==> config.mk <==
export PLATFORM = sky130hd
export DESIGN_NAME = speicher_arbiter_flat
export DESIGN_NICKNAME = d
export VERILOG_FILES = /design/src/rtl/speicher_arbiter_if.sv /design/src/rtl/speicher_arbiter.sv /design/src/flat_wrapper.sv
export SDC_FILE = /design/constraint.sdc
export NUM_CORES = 1
export LEC_CHECK = 0
export CAP_MARGIN = 15
export CORE_AREA = 2 2 144 146
export DETAILED_ROUTE_END_ITERATION = 16
export DIE_AREA = 0 0 146 148
export GPL_ROUTABILITY_DRIVEN = 0
export PLACE_DENSITY = 0.7
export SLEW_MARGIN = 10
export SYNTH_ARGS = -nofsm -noshare
export SYNTH_HDL_FRONTEND = slang
export SYNTH_SLANG_ARGS = --single-unit
==> constraint.sdc <==
create_clock -name Clock_i -period 2.2 [get_ports Clock_i]
set_input_delay 0.22 -clock Clock_i [delete_from_list [all_inputs] [get_ports Clock_i]]
set_output_delay 0.22 -clock Clock_i [all_outputs]
set_load 0.01 [all_outputs]
==> src/rtl/speicher_arbiter_if.sv <==
// speicher_arbiter_if
//   Bundles every handshake and bus signal around the RAM arbiter: the SD loader
//   write port (L_*), the CPU instruction port (I_*), the CPU data port (D_*),
//   the single-port RAM (RAM_*), the Bildpuffer write port (BP_*), the button
//   inputs and the sticky error flag.
//   slave  : the arbiter's view (requests and RAM responses in, completions out)
//   master : the surrounding system's view (CPU, loader, RAM, Bildpuffer)
interface speicher_arbiter_if;
  logic        L_Schreiben;
  logic [31:0] L_Adresse;
  logic [31:0] L_Daten;
  logic        L_Fertig;

  logic        I_Lesen;
  logic [31:0] I_Adresse;
  logic [31:0] I_Daten;
  logic        I_Fertig;

  logic        D_Lesen;
  logic        D_Schreiben;
  logic [31:0] D_Adresse;
  logic [31:0] D_DatenRein;
  logic [31:0] D_DatenRaus;
  logic        D_Fertig;

  logic        RAM_LesenAn;
  logic        RAM_SchreibenAn;
  logic [31:0] RAM_Adresse;
  logic [31:0] RAM_DatenRein;
  logic [31:0] RAM_DatenRaus;
  logic        RAM_DatenBereit;
  logic        RAM_DatenGeschrieben;

  logic        BP_Write;
  logic [7:0]  BP_X;
  logic [7:0]  BP_Y;
  logic [7:0]  BP_Color;

  logic [6:0]  Buttons;
  logic        Fehler;

  modport slave (
    input  L_Schreiben, L_Adresse, L_Daten,
    input  I_Lesen, I_Adresse,
    input  D_Lesen, D_Schreiben, D_Adresse, D_DatenRein,
    input  RAM_DatenRaus, RAM_DatenBereit, RAM_DatenGeschrieben,
    input  Buttons,
    output L_Fertig, I_Daten, I_Fertig, D_DatenRaus, D_Fertig,
    output RAM_LesenAn, RAM_SchreibenAn, RAM_Adresse, RAM_DatenRein,
    output BP_Write, BP_X, BP_Y, BP_Color, Fehler
  );

  modport master (
    output L_Schreiben, L_Adresse, L_Daten,
    output I_Lesen, I_Adresse,
    output D_Lesen, D_Schreiben, D_Adresse, D_DatenRein,
    output RAM_DatenRaus, RAM_DatenBereit, RAM_DatenGeschrieben,
    output Buttons,
    input  L_Fertig, I_Daten, I_Fertig, D_DatenRaus, D_Fertig,
    input  RAM_LesenAn, RAM_SchreibenAn, RAM_Adresse, RAM_DatenRein,
    input  BP_Write, BP_X, BP_Y, BP_Color, Fehler
  );
endinterface

==> src/rtl/speicher_arbiter.sv <==
// speicher_arbiter
//   Shares the single-port RAM between the SD loader, the CPU instruction port
//   and the CPU data port, and decodes the data port's MMIO space
//   (addr[31] = Bildpuffer write, addr[30] = button read).
//   Clock_i : system clock (CPU domain)
//   Reset_i : synchronous, active-high; aborts any transaction in flight
//   bus     : speicher_arbiter_if.slave, all request/response/RAM/MMIO signals
//
//   state      | meaning
//   -----------+---------------------------------------------------------
//   S_IDLE     | no transaction; arbitrate loader > round-robin(D, I)
//   S_RAM_WAIT | strobe held, waiting for RAM response or timeout
//   S_DONE     | strobe low, Fertig to the granted port, read data valid
//   S_MMIO     | data-port MMIO access completes (BP_Write / button read)
module speicher_arbiter #(
  parameter int unsigned RAM_ADDR_BITS = 15,
  parameter int unsigned TIMEOUT       = 255,
  parameter logic [31:0] ERR_WORD      = 32'hDEADBEEF
) (
  input logic               Clock_i,
  input logic               Reset_i,
  speicher_arbiter_if.slave bus
);

  localparam int unsigned    CNT_W     = $clog2(TIMEOUT + 1);
  localparam logic [CNT_W-1:0] CNT_LOAD = CNT_W'(TIMEOUT - 1);
  localparam logic [31:0]    ADDR_MASK = 32'((64'd1 << RAM_ADDR_BITS) - 64'd1);

  typedef enum logic [1:0] {S_IDLE, S_RAM_WAIT, S_DONE, S_MMIO} state_t;
  typedef enum logic [1:0] {P_LOADER, P_INSTR, P_DATA} port_t;

  state_t           state_q, state_d;
  port_t            port_q, port_d;
  logic             rr_data_q, rr_data_d;   // 1: data port wins the next D/I tie
  logic             wr_q, wr_d;
  logic             rd_stb_q, rd_stb_d;
  logic             wr_stb_q, wr_stb_d;
  logic [31:0]      addr_q, addr_d;
  logic [31:0]      wdata_q, wdata_d;
  logic [CNT_W-1:0] cnt_q, cnt_d;
  logic [31:0]      i_daten_q, i_daten_d;
  logic [31:0]      d_daten_q, d_daten_d;
  logic             bp_wr_q, bp_wr_d;
  logic [7:0]       bp_x_q, bp_x_d;
  logic [7:0]       bp_y_q, bp_y_d;
  logic [7:0]       bp_col_q, bp_col_d;
  logic             fehler_q, fehler_d;

  logic        d_req;
  logic        ram_resp;
  logic [31:0] rdata_sel;
  logic        unused_addr;

  assign d_req     = bus.D_Lesen | bus.D_Schreiben;
  assign ram_resp  = wr_q ? bus.RAM_DatenGeschrieben : bus.RAM_DatenBereit;
  // A real response wins over a timeout landing in the same cycle.
  assign rdata_sel = ram_resp ? bus.RAM_DatenRaus : ERR_WORD;
  // Upper address bits are intentionally ignored (RAM address wraps).
  assign unused_addr = ^{bus.L_Adresse, bus.I_Adresse, bus.D_Adresse};

  always_comb begin
    state_d   = state_q;
    port_d    = port_q;
    rr_data_d = rr_data_q;
    wr_d      = wr_q;
    rd_stb_d  = rd_stb_q;
    wr_stb_d  = wr_stb_q;
    addr_d    = addr_q;
    wdata_d   = wdata_q;
    cnt_d     = cnt_q;
    i_daten_d = i_daten_q;
    d_daten_d = d_daten_q;
    bp_wr_d   = bp_wr_q;
    bp_x_d    = bp_x_q;
    bp_y_d    = bp_y_q;
    bp_col_d  = bp_col_q;
    fehler_d  = fehler_q;

    case (state_q)
      S_IDLE: begin
        if (bus.L_Schreiben) begin
          port_d   = P_LOADER;
          wr_d     = 1'b1;
          wr_stb_d = 1'b1;
          addr_d   = bus.L_Adresse & ADDR_MASK;
          wdata_d  = bus.L_Daten;
          cnt_d    = CNT_LOAD;
          state_d  = S_RAM_WAIT;
        end else if (d_req && (rr_data_q || !bus.I_Lesen)) begin
          port_d    = P_DATA;
          rr_data_d = 1'b0;
          if (bus.D_Adresse[31]) begin
            state_d = S_MMIO;
            bp_wr_d = bus.D_Schreiben;
            if (bus.D_Schreiben) begin
              bp_x_d   = bus.D_Adresse[15:8];
              bp_y_d   = bus.D_Adresse[7:0];
              bp_col_d = bus.D_DatenRein[7:0];
            end else begin
              d_daten_d = '0;
            end
          end else if (bus.D_Adresse[30]) begin
            // Button space is read-only; a write here completes without effect.
            state_d = S_MMIO;
            if (!bus.D_Schreiben) d_daten_d = {25'b0, bus.Buttons};
          end else begin
            // Write wins when both D_Lesen and D_Schreiben are set.
            state_d  = S_RAM_WAIT;
            wr_d     = bus.D_Schreiben;
            rd_stb_d = !bus.D_Schreiben;
            wr_stb_d = bus.D_Schreiben;
            addr_d   = bus.D_Adresse & ADDR_MASK;
            wdata_d  = bus.D_DatenRein;
            cnt_d    = CNT_LOAD;
          end
        end else if (bus.I_Lesen) begin
          port_d    = P_INSTR;
          rr_data_d = 1'b1;
          wr_d      = 1'b0;
          rd_stb_d  = 1'b1;
          addr_d    = bus.I_Adresse & ADDR_MASK;
          cnt_d     = CNT_LOAD;
          state_d   = S_RAM_WAIT;
        end
      end
      S_RAM_WAIT: begin
        if (ram_resp || cnt_q == '0) begin
          state_d  = S_DONE;
          rd_stb_d = 1'b0;
          wr_stb_d = 1'b0;
          if (!ram_resp) fehler_d = 1'b1;
          if (!wr_q) begin
            if (port_q == P_INSTR) i_daten_d = rdata_sel;
            else                   d_daten_d = rdata_sel;
          end
        end else begin
          cnt_d = cnt_q - CNT_W'(1);
        end
      end
      S_DONE: state_d = S_IDLE;
      S_MMIO: begin
        state_d = S_IDLE;
        bp_wr_d = 1'b0;
      end
      default: state_d = S_IDLE;
    endcase
  end

  always_ff @(posedge Clock_i) begin
    if (Reset_i) begin
      state_q   <= S_IDLE;
      port_q    <= P_DATA;
      rr_data_q <= 1'b1;
      wr_q      <= 1'b0;
      rd_stb_q  <= 1'b0;
      wr_stb_q  <= 1'b0;
      addr_q    <= '0;
      wdata_q   <= '0;
      cnt_q     <= '0;
      i_daten_q <= '0;
      d_daten_q <= '0;
      bp_wr_q   <= 1'b0;
      bp_x_q    <= '0;
      bp_y_q    <= '0;
      bp_col_q  <= '0;
      fehler_q  <= 1'b0;
    end else begin
      state_q   <= state_d;
      port_q    <= port_d;
      rr_data_q <= rr_data_d;
      wr_q      <= wr_d;
      rd_stb_q  <= rd_stb_d;
      wr_stb_q  <= wr_stb_d;
      addr_q    <= addr_d;
      wdata_q   <= wdata_d;
      cnt_q     <= cnt_d;
      i_daten_q <= i_daten_d;
      d_daten_q <= d_daten_d;
      bp_wr_q   <= bp_wr_d;
      bp_x_q    <= bp_x_d;
      bp_y_q    <= bp_y_d;
      bp_col_q  <= bp_col_d;
      fehler_q  <= fehler_d;
    end
  end

  assign bus.L_Fertig        = (state_q == S_DONE) && (port_q == P_LOADER);
  assign bus.I_Fertig        = (state_q == S_DONE) && (port_q == P_INSTR);
  assign bus.D_Fertig        = ((state_q == S_DONE) || (state_q == S_MMIO)) && (port_q == P_DATA);
  assign bus.I_Daten         = i_daten_q;
  assign bus.D_DatenRaus     = d_daten_q;
  assign bus.RAM_LesenAn     = rd_stb_q;
  assign bus.RAM_SchreibenAn = wr_stb_q;
  assign bus.RAM_Adresse     = addr_q;
  assign bus.RAM_DatenRein   = wdata_q;
  assign bus.BP_Write        = bp_wr_q && (state_q == S_MMIO);
  assign bus.BP_X            = bp_x_q;
  assign bus.BP_Y            = bp_y_q;
  assign bus.BP_Color        = bp_col_q;
  assign bus.Fehler          = fehler_q;

endmodule

==> src/flat_wrapper.sv <==
// flat-port wrapper written by rule: the top's interface ports become plain ports
module speicher_arbiter_flat 
#(
  parameter int unsigned RAM_ADDR_BITS = 15,
  parameter int unsigned TIMEOUT       = 255,
  parameter logic [31:0] ERR_WORD      = 32'hDEADBEEF
)
  (Clock_i, Reset_i, bus_L_Schreiben, bus_L_Adresse, bus_L_Daten, bus_I_Lesen, bus_I_Adresse, bus_D_Lesen, bus_D_Schreiben, bus_D_Adresse, bus_D_DatenRein, bus_RAM_DatenRaus, bus_RAM_DatenBereit, bus_RAM_DatenGeschrieben, bus_Buttons, bus_L_Fertig, bus_I_Daten, bus_I_Fertig, bus_D_DatenRaus, bus_D_Fertig, bus_RAM_LesenAn, bus_RAM_SchreibenAn, bus_RAM_Adresse, bus_RAM_DatenRein, bus_BP_Write, bus_BP_X, bus_BP_Y, bus_BP_Color, bus_Fehler);
  speicher_arbiter_if bus_i ();
  input logic Clock_i;
  input logic Reset_i;
  input wire logic [$bits(bus_i.L_Schreiben)-1:0] bus_L_Schreiben;
  input wire logic [$bits(bus_i.L_Adresse)-1:0] bus_L_Adresse;
  input wire logic [$bits(bus_i.L_Daten)-1:0] bus_L_Daten;
  input wire logic [$bits(bus_i.I_Lesen)-1:0] bus_I_Lesen;
  input wire logic [$bits(bus_i.I_Adresse)-1:0] bus_I_Adresse;
  input wire logic [$bits(bus_i.D_Lesen)-1:0] bus_D_Lesen;
  input wire logic [$bits(bus_i.D_Schreiben)-1:0] bus_D_Schreiben;
  input wire logic [$bits(bus_i.D_Adresse)-1:0] bus_D_Adresse;
  input wire logic [$bits(bus_i.D_DatenRein)-1:0] bus_D_DatenRein;
  input wire logic [$bits(bus_i.RAM_DatenRaus)-1:0] bus_RAM_DatenRaus;
  input wire logic [$bits(bus_i.RAM_DatenBereit)-1:0] bus_RAM_DatenBereit;
  input wire logic [$bits(bus_i.RAM_DatenGeschrieben)-1:0] bus_RAM_DatenGeschrieben;
  input wire logic [$bits(bus_i.Buttons)-1:0] bus_Buttons;
  output wire logic [$bits(bus_i.L_Fertig)-1:0] bus_L_Fertig;
  output wire logic [$bits(bus_i.I_Daten)-1:0] bus_I_Daten;
  output wire logic [$bits(bus_i.I_Fertig)-1:0] bus_I_Fertig;
  output wire logic [$bits(bus_i.D_DatenRaus)-1:0] bus_D_DatenRaus;
  output wire logic [$bits(bus_i.D_Fertig)-1:0] bus_D_Fertig;
  output wire logic [$bits(bus_i.RAM_LesenAn)-1:0] bus_RAM_LesenAn;
  output wire logic [$bits(bus_i.RAM_SchreibenAn)-1:0] bus_RAM_SchreibenAn;
  output wire logic [$bits(bus_i.RAM_Adresse)-1:0] bus_RAM_Adresse;
  output wire logic [$bits(bus_i.RAM_DatenRein)-1:0] bus_RAM_DatenRein;
  output wire logic [$bits(bus_i.BP_Write)-1:0] bus_BP_Write;
  output wire logic [$bits(bus_i.BP_X)-1:0] bus_BP_X;
  output wire logic [$bits(bus_i.BP_Y)-1:0] bus_BP_Y;
  output wire logic [$bits(bus_i.BP_Color)-1:0] bus_BP_Color;
  output wire logic [$bits(bus_i.Fehler)-1:0] bus_Fehler;
  assign bus_i.L_Schreiben = bus_L_Schreiben;
  assign bus_i.L_Adresse = bus_L_Adresse;
  assign bus_i.L_Daten = bus_L_Daten;
  assign bus_i.I_Lesen = bus_I_Lesen;
  assign bus_i.I_Adresse = bus_I_Adresse;
  assign bus_i.D_Lesen = bus_D_Lesen;
  assign bus_i.D_Schreiben = bus_D_Schreiben;
  assign bus_i.D_Adresse = bus_D_Adresse;
  assign bus_i.D_DatenRein = bus_D_DatenRein;
  assign bus_i.RAM_DatenRaus = bus_RAM_DatenRaus;
  assign bus_i.RAM_DatenBereit = bus_RAM_DatenBereit;
  assign bus_i.RAM_DatenGeschrieben = bus_RAM_DatenGeschrieben;
  assign bus_i.Buttons = bus_Buttons;
  assign bus_L_Fertig = bus_i.L_Fertig;
  assign bus_I_Daten = bus_i.I_Daten;
  assign bus_I_Fertig = bus_i.I_Fertig;
  assign bus_D_DatenRaus = bus_i.D_DatenRaus;
  assign bus_D_Fertig = bus_i.D_Fertig;
  assign bus_RAM_LesenAn = bus_i.RAM_LesenAn;
  assign bus_RAM_SchreibenAn = bus_i.RAM_SchreibenAn;
  assign bus_RAM_Adresse = bus_i.RAM_Adresse;
  assign bus_RAM_DatenRein = bus_i.RAM_DatenRein;
  assign bus_BP_Write = bus_i.BP_Write;
  assign bus_BP_X = bus_i.BP_X;
  assign bus_BP_Y = bus_i.BP_Y;
  assign bus_BP_Color = bus_i.BP_Color;
  assign bus_Fehler = bus_i.Fehler;
  speicher_arbiter #(.RAM_ADDR_BITS(RAM_ADDR_BITS), .TIMEOUT(TIMEOUT), .ERR_WORD(ERR_WORD)) u_core (.Clock_i(Clock_i), .Reset_i(Reset_i), .bus(bus_i));
endmodule
; Yosys cells after proc, flatten, opt, wreduce, memory -nomap -nowiden
; Cells that the tools add are included.
[word_totals]
regBits = 170
input_bits = 207
[op_classes]
addsub = 1
eq_ne = 28
n_mux = 57
bitwise = 4
reduce_logical = 32
[op_table]
columns = cell, n
row1 = $mux 32, 19
row2 = $pmux 32 s2, 1
row3 = $mux 8, 6
row4 = $ne 3x3->1 const B, 9
row5 = $mux 1, 18
row6 = $mux 2, 8
row7 = $pmux 8 s2, 1
row8 = $reduce_and 4->1, 4
row9 = $reduce_and 5->1, 3
row10 = $ne 2x2->1 const B, 7
row11 = $reduce_and 9->1, 1
row12 = $logic_not 8->1, 1
row13 = $ne 4x4->1 const B, 2
row14 = $reduce_bool 2->1, 4
row15 = $sub 8x1->8 const B, 1
row16 = $eq 2x2->1 const B, 3
row17 = $ne 3x2->1 const B, 2
row18 = $pmux 1 s2, 3
row19 = $pmux 2 s3, 1
row20 = $reduce_and 3->1, 2
row21 = $reduce_and 6->1, 1
row22 = $logic_and 1x1->1, 5
row23 = $eq 2x1->1 const B, 2
row24 = $logic_not 2->1, 2
row25 = other kinds (9), 16

; Depth between registers and ports, before layout
; Gate-level depths: netlist of the first run.
[logic_depth]
ltp_word = 6
mapped_depth = 8
depth_no_buf = 6

; Worst setup path before layout of the first run
; No wires, ideal clock.
[synth_timing]
path_kind = register to register
start = register u_core.wr_q
end = register u_core.d_daten_q[4] (netlist: u_core.bus.D_DatenRaus[4])
arrival_time_ps = 1830
t_required_ps = 2079
setup_slack_ps = 248
path_stages_with_launch = 6
path_buffers = 1
path_cell_list = dfxtp_1 -> mux2_2 -> buf_2 -> a21o_1 -> o22ai_2 -> mux2_4
[synth_between]
elab_chain_cells = 6
word_cells_on_any_way = 10
[synth_rtl]
columns = item, line_no
row1 = "start, declared", speicher_arbiter.sv:35  ; logic wr_q, wr_d;
row2 = "start signal, assigned", speicher_arbiter.sv:171  ; wr_q <= wr_d;
row3 = $mux 1, speicher_arbiter.sv:55  ; assign ram_resp = wr_q ? bus.RAM_DatenGeschrieben : bus.RAM_DatenBereit;
row4 = $mux 32, speicher_arbiter.sv:57  ; assign rdata_sel = ram_resp ? bus.RAM_DatenRaus : ERR_WORD;
row5 = $mux 32, speicher_arbiter.sv:133  ; if (port_q == P_INSTR) i_daten_d = rdata_sel;
row6 = $mux 32, speicher_arbiter.sv:132  ; if (!wr_q) begin
row7 = $mux 32, speicher_arbiter.sv:127  ; if (ram_resp || cnt_q == '0) begin
row8 = $pmux 32 s2, speicher_arbiter.sv:79  ; case (state_q)
row9 = "end signal, assigned", speicher_arbiter.sv:178  ; d_daten_q <= d_daten_d;
row10 = "end, declared", speicher_arbiter.sv:42  ; logic [31:0] d_daten_q, d_daten_d;
; Several ways; a longest one is shown, not always the timed one. The select of a mux whose other input is x is not followed.
; A chain may end at the register's enable or synchronous reset.

; Worst setup path in the final report of the first run
[layout_timing]
start = register u_core.state_q[1]
end = output bus_L_Fertig
[layout_between]
elab_chain_cells = 2
[layout_rtl]
columns = item, line_no
row1 = "start, declared", speicher_arbiter.sv:32  ; state_t state_q, state_d;
row2 = "start signal, assigned", speicher_arbiter.sv:168  ; state_q <= state_d;
row3 = $eq 2x2->1, speicher_arbiter.sv:187  ; assign bus.L_Fertig = (state_q == S_DONE) && (port_q == P_LOADER);
row4 = $logic_and 1x1->1, speicher_arbiter.sv:187
row5 = "end, declared", flat_wrapper.sv:25  ; output wire logic [$bits(bus_i.L_Fertig)-1:0] bus_L_Fertig;
; No other way between the ends.

==> results of run 1 <==
power by group:
group | internal [mW] | switching (mW)
Clock | 1.53 | 1.39
Sequential | 2.98 | 0.138
Combinational | 1.01 | 0.959
Total | 5.53 | 2.48
worst max-delay path: stages, from the launching register on:
cell                              delay (ps)
sky130_fd_sc_hd__dfxtp_2                 410
sky130_fd_sc_hd__buf_4                   180
sky130_fd_sc_hd__nor4b_1                 250
sky130_fd_sc_hd__clkdlybuf4s50_1         610
synthesized netlist by cell type, drive strengths merged, types with 2 or more instances:
library cell	number	area (sq um)
o22ai	3	25.02
nor2	33	133.9
a211oi	69	518.0
clkbuf	58	217.7
and4	4	35.03
buf	36	245.2
inv	33	123.9
nand2	77	289.0
nand3b	2	15.01
and3	17	106.4
o21ai	18	90.08
nor3b	3	33.78
mux2	2	26.27
mux2i	41	410.4
nor3	22	110.1
a31oi	2	12.51
nor4b	2	17.52
or4	2	18.77
or3	2	12.51
dfxtp	153	3063
ha	2	25.02
or2	3	18.77
nor2b	18	112.6
o31ai	2	15.01
a21oi	93	469.2
o311ai	8	70.07
nor4	7	58.81
a311oi	2	23.77
o32ai	40	380.4
nand3	16	80.08
a221oi	3	26.28
nand2b	4	25.02
timing repair:
| action | 4_1_cts | 5_1_grt |
|---|---|---|
| gates resized for setup | 1 | 1 |
| buffers inserted | 0 | 0 |
| hold endpoints to repair | 0 | 0 |
| gates cloned | 0 | 0 |
| endpoints found under the setup margin | 1 | 2 |
metal layers:
layer / wire length [um] / global-route usage, % / up-vias / share of wire (%)
met2: 11450 / 36.06 / 240 / 49
met4: 274 / 6.068 / 0 / 1.2
li1: - / - / 3466 / -
met3: 1776 / 6.821 / 19 / 7.5
met1: 10040 / 27.32 / 3282 / 43
met5: 0 / 0 / - / 0
state kept, by name, indices dropped and copies added, names as in the netlist:
signal                      flops
u_core.bus.D_DatenRaus         32
u_core.bus.I_Daten             32
u_core.bus.RAM_DatenRein       32
u_core.bus.RAM_Adresse         15
u_core.bus.BP_Color             8
u_core.bus.BP_X                 8
u_core.bus.BP_Y                 8
u_core.cnt_q                    8
u_core.port_q                   2
u_core.state_q                  2
u_core.bp_wr_q                  1
u_core.bus.Fehler               1
u_core.bus.RAM_LesenAn          1
u_core.bus.RAM_SchreibenAn      1
u_core.rr_data_q                1
u_core.wr_q                     1
layout make-up:
class / count / area, sq um
diodes: 1 / 2.502
clock buffers: 17 / 425.4
clock inverters: 15 / 168.9
fillers: 1880 / 9026
inverters: 34 / 127.6
multi-input cells: 530 / 3423
flip-flops and latches: 153 / 3064
well taps: 270 / 337.8
repair buffers: 349 / 3463
how the worst max path moves through the flow:
stage | endpoint | slack, ps | cells after the start
6_report | bus_L_Fertig | 110 | 3
5_1_grt | bus_L_Fertig | 50 | 3
4_1_cts | u_core.bus.D_DatenRaus[27] | 80 | 8
3_5_place_dp | u_core.bus.D_DatenRaus[27] | -10 | 7
3_3_place_gp | u_core.bus.D_DatenRaus[12] | 60 | 7
2_1_floorplan | u_core.bus.D_DatenRaus[4] | 250 | 5
kinds of logic after synthesis:
family | share of synthesized area [%]
compound gates | 25.59
simple gates | 15.56
flops | 43.77
buf+inv | 8.439
mux | 6.240
fa+ha+maj | 0.3575
other cells | 0.05359
==> impl_metrics.json, run 1 <==
{
  "place_hpwl_um": 16750,
  "path_class": "flip-flop to output port",
  "postPlaceCellArea_sq_um": 10410,
  "static-leakage-power_nw": 3.988,
  "worstSkewPairLatency_ps": 430,
  "tritoncts.num_buffers": 17,
  "syn-cell-area_sq_um": 6998,
  "final_cell_count_no_fill": 1369,
  "utilization_after_layout_pct": 54.96,
  "maxSlewViolCount": 0,
  "first_pass_grt_wire_length_um": 37540,
  "number_of_global_route_vias_before_repair": 6802,
  "post_synth.cell_area_avg_sq_um": 8.802,
  "dieHeight_um": 148,
  "grt_remaining_overflow": 0,
  "hold_path.class": "input pin to flip-flop",
  "fmax_ghz": 0.4777,
  "report.final.hold_viol_count": 0,
  "layout-drive-gt1-share_pct": 9.927,
  "tritoncts": "yes",
  "power-per-cell-area_nw_per_um2": 727.8,
  "initial_antenna_violation_count": 1,
  "power.total_mw": 8.016,
  "synthArstFlopShare_pct": 0,
  "timing.hold.worst.start": "Reset_i",
  "timing.hold.ws_ps": 62.66,
  "post-place-cells": 1336,
  "io_buffers": 300,
  "h-tree-depth": 4,
  "grt_setup_unrepaired": "no",
  "timing.max_cap.violations": 0,
  "detailroute.via_count": 7007,
  "largest_net_degree_at_the_start_of_global_routing": 68,
  "most-common-layout-cells": "sky130_fd_sc_hd__clkdlybuf4s50_1 (298), sky130_fd_sc_hd__dfxtp_1 (152), sky130_fd_sc_hd__a21oi_1 (92)",
  "groute.usage.overall_pct": 21.72,
  "std_cell_rows": 52,
  "final.min_clock_period_ps": 2093,
  "peakVddDrop_mv": 0.5432,
  "final_common_cell": "sky130_fd_sc_hd__clkdlybuf4s50_1",
  "dr.pass1.iters": 6,
  "final.period_utilization_pct": 95.15,
  "dominantRegCellSynth": "sky130_fd_sc_hd__dfxtp_1",
  "drt-vias-per-instance": 5.118,
  "initial_utilization_pct": 34.92,
  "ctsRootBufferMaster": "sky130_fd_sc_hd__clkbuf_16",
  "worst_r2r_path_depth": 8,
  "fp.coreArea_sq_um": 20040,
  "postSynthRegisterBits": 153,
  "detail_route.iter0.violations": 295,
  "clock_slew_at_the_register_clock_pins_of_the_worst_setup_and_hold_paths_ps": 70,
  "route.antenna.remaining_nets": 0,
  "rr_startpoint": "u_core.cnt_q[0]",
  "synth_warnings": 0,
  "clock-sinks": 153,
  "dp_worst_setup_slack_ps": -10.53,
  "nNetsFinal": 1294,
  "timing.critical_path.required_ps": 1980,
  "cts_buffer_depth": 2,
  "post_synth_inst_count": 795,
  "cp_max_fo": 8,
  "worst_slew_margin_relative_to_its_limit_pct": 44.84,
  "worst_setup_path_startpoint": "u_core.state_q[1]",
  "drc": 0,
  "synth_cell_type_count": 64,
  "finalInstanceArea_sq_um": 11010,
  "worstHoldEndpoint": "u_core.bus.Fehler",
  "die_area_sq_um": 21610,
  "die_w_um": 146,
  "setup_violations": 0,
  "post_layout_worst_setup_margin_ps": 106.6,
  "ios": 366,
  "final.setup_skew_ps": 14.61,
  "status": "finished, final reports clean",
  "final.setup.tns_ps": 0,
  "synth_edf_count": 0,
  "number_of_hold_buffers_added_after_cts": 0,
  "synth_seq_area_share_pct": 43.77,
  "worstPathArrival_ps": 1870,
  "route.final.wire_length_um": 23550,
  "routed_wire_length_per_instance_um": 17.20,
  "layout-area-overhead-vs-synth_pct": 57.38,
  "timing_worst_slew_pin_value_ps": 827.5,
  "ff2ff_setup_slack_ps": 150,
  "critical_path.startpoint_type": "flip-flop",
  "crit-reg2reg-capture": "u_core.bus.D_DatenRaus[27]",
  "min_path_cells": 2,
  "crit_path_end_kind": "output port"
}
Power figures use the tool's default switching activity.
==> run 2, diff against run 1 <==
- CORE_AREA: 2 2 144 146 -> unset
- CORE_ASPECT_RATIO: unset -> 0.8
- CORE_MARGIN: unset -> 3
- CORE_UTILIZATION: unset -> 40
- DIE_AREA: 0 0 146 148 -> unset
- PLACE_DENSITY: 0.7 -> 0.79
==> run 2 against run 1 <==
Clock power up 1%. Sequential share of layout area up 0.30 points. First-iteration DRC count up 79%. Hold slack better by 170 ps. Cell area down 1.1%. Setup slack improved by 34 ps. Total power is 0.60% higher. Largest power group unchanged. Utilization is 9.6 points higher.
==> impl_metrics.json, run 2 (same netlist as run 1, synthesis figures left out) <==
{
  "fp.coreArea_sq_um": 16870,
  "std_cell_rows": 42,
  "static-leakage-power_nw": 3.970,
  "routed_wire_length_per_instance_um": 18.30,
  "number_of_global_route_vias_before_repair": 7011,
  "final.setup_skew_ps": 9.501,
  "report.final.hold_viol_count": 0,
  "ctsRootBufferMaster": "sky130_fd_sc_hd__clkbuf_16",
  "dr.pass1.iters": 5,
  "die_area_sq_um": 19130,
  "rr_startpoint": "u_core.cnt_q[0]",
  "most-common-layout-cells": "sky130_fd_sc_hd__clkdlybuf4s50_1 (297), sky130_fd_sc_hd__dfxtp_1 (153), sky130_fd_sc_hd__a21oi_1 (92)",
  "route.final.wire_length_um": 24010,
  "worstSkewPairLatency_ps": 420,
  "power-per-cell-area_nw_per_um2": 740.4,
  "first_pass_grt_wire_length_um": 37930,
  "crit-reg2reg-capture": "u_core.bus.D_DatenRaus[8]",
  "worst_r2r_path_depth": 9,
  "route.antenna.remaining_nets": 0,
  "endpoint": "bus_BP_Write",
  "critical_path.startpoint_type": "flip-flop",
  "worst_path_largest_cell_delay_ps": 540,
  "largest_net_degree_at_the_start_of_global_routing": 83,
  "fmax_ghz": 0.4856,
  "clock_slew_at_the_register_clock_pins_of_the_worst_setup_and_hold_paths_ps": 70,
  "worst_slew_margin_relative_to_its_limit_pct": 62.11,
  "drc": 0,
  "tritoncts.num_buffers": 17,
  "setup_violations": 0,
  "postPlaceCellArea_sq_um": 10280,
  "worstPathArrival_ps": 1840,
  "maxSlewViolCount": 0,
  "status": "finished, final reports clean",
  "layout-drive-gt1-share_pct": 9.432,
  "nNetsFinal": 1288,
  "h-tree-depth": 4,
  "timing.critical_path.required_ps": 1980,
  "timing.critical_path.depth": 3,
  "crit_path_end_kind": "output port",
  "number_of_hold_buffers_added_after_cts": 0,
  "tritoncts": "yes",
  "finalInstanceArea_sq_um": 10890,
  "final.setup.tns_ps": 0,
  "final_common_cell": "sky130_fd_sc_hd__clkdlybuf4s50_1",
  "place_hpwl_um": 17010,
  "utilization_after_layout_pct": 64.56,
  "drt-vias-per-instance": 5.434,
  "cp_max_fo": 7,
  "ff2ff_setup_slack_ps": 180,
  "crit_slowest_cell": "sky130_fd_sc_hd__clkdlybuf4s50_1",
  "grt_setup_unrepaired": "no",
  "timing.max_cap.violations": 0,
  "cpLargestDelayFamily": "buffers and inverters",
  "detail_route.iter0.violations": 527,
  "power.total_mw": 8.063,
  "hold_path.class": "input pin to flip-flop",
  "critical_path.n_buffers_inverters": 2,
  "final.min_clock_period_ps": 2059,
  "peakVddDrop_mv": 0.4960,
  "layout-area-overhead-vs-synth_pct": 55.62,
  "dieHeight_um": 124.3,
  "worst_setup_path_startpoint": "u_core.state_q[0]",
  "antennaDiodeCount": 0,
  "groute.usage.overall_pct": 24.39,
  "cts_buffer_depth": 2,
  "layout.filler_cells": 1435,
  "initial_antenna_violation_count": 1,
  "die_w_um": 153.9,
  "grt_remaining_overflow": 0,
  "detailroute.via_count": 7130,
  "path_cells": "buf_4 > and3_1 > clkdlybuf4s50_1",
  "ios": 366,
  "initial_utilization_pct": 41.48,
  "final.period_utilization_pct": 93.61,
  "path_class": "flip-flop to output port",
  "io_buffers": 300,
  "clock-sinks": 153,
  "timing_worst_slew_pin_value_ps": 563.2
}
==> run 2: cell types whose count changed in the layout (fill, tap and decap cells not counted), moves of 2 or more <==
cell | previous run | this run
sky130_fd_sc_hd__clkinvlp_4 | 0 | 2
sky130_fd_sc_hd__inv_6 | 3 | 5
sky130_fd_sc_hd__inv_8 | 6 | 4
sky130_fd_sc_hd__buf_4 | 42 | 37
sky130_fd_sc_hd__clkinv_8 | 3 | 0
sky130_fd_sc_hd__buf_12 | 8 | 6
==> run 2: worst min-delay path by stage <==
| stage | depth (start not counted) | endpoint | startpoint | slack [ps] |
|---|---|---|---|---|
| 2_1_floorplan | 2 | u_core.bus.BP_Color[0] | bus_D_DatenRein[0] | 360 |
| 3_3_place_gp | 2 | u_core.bus.BP_Color[5] | u_core.bus.BP_Color[5] | 440 |
| 3_5_place_dp | 2 | u_core.bus.BP_Y[1] | u_core.bus.BP_Y[1] | 450 |
| 4_1_cts | 2 | u_core.port_q[1] | bus_L_Schreiben | 220 |
| 5_1_grt | 2 | u_core.port_q[1] | bus_L_Schreiben | 270 |
| 6_report | 2 | u_core.port_q[1] | bus_L_Schreiben | 230 |
==> run 2: what timing repair did <==
item	CTS	global route
endpoints found under the setup margin	0	52
setup buffers	0	0
resized for setup	0	5
==> run 2: layout make-up <==
class                      count  area, sq um  share of cell area [%]
timing repair buffer         343         3400                   31.22
tap                          220        275.3                   2.528
clock buffer                  18        439.2                   4.033
multi-input combinational    530         3435                   31.54
inverter                      34        127.6                   1.172
sequential                   153         3063                   28.13
clock inverter                14        151.4                   1.390
==> run 2: metrics by stage <==
stage / cells / worst slack, ps / hold WS (ps)
floorplan: 811 / 248.3 / 356.0
global placement: 1280 / 78.92 / 440.4
detailed placement: 1280 / 10.10 / 447.1
CTS: 1312 / 48.02 / 219.4
global route: 1312 / 34.97 / 266.2
finish: 1312 / 140.6 / 229.1
==> run 2: power breakdown <==
group	switching (mW)	total, mW	leakage, nW	internal (mW)
clock	1.32	2.96	0.286	1.64
sequential	0.143	3.13	1.25	2.98
combinational	0.975	1.97	2.43	1.00
total	2.44	8.06	3.97	5.62
==> run 2: routing by layer <==
layer / track usage, % / vias to the layer above / wire length, um
met5: 0 / - / 7
met4: 6.075 / 2 / 358
met3: 7.607 / 24 / 1836
met2: 39.08 / 268 / 11410
met1: 32.15 / 3387 / 10400
li1: - / 3449 / -
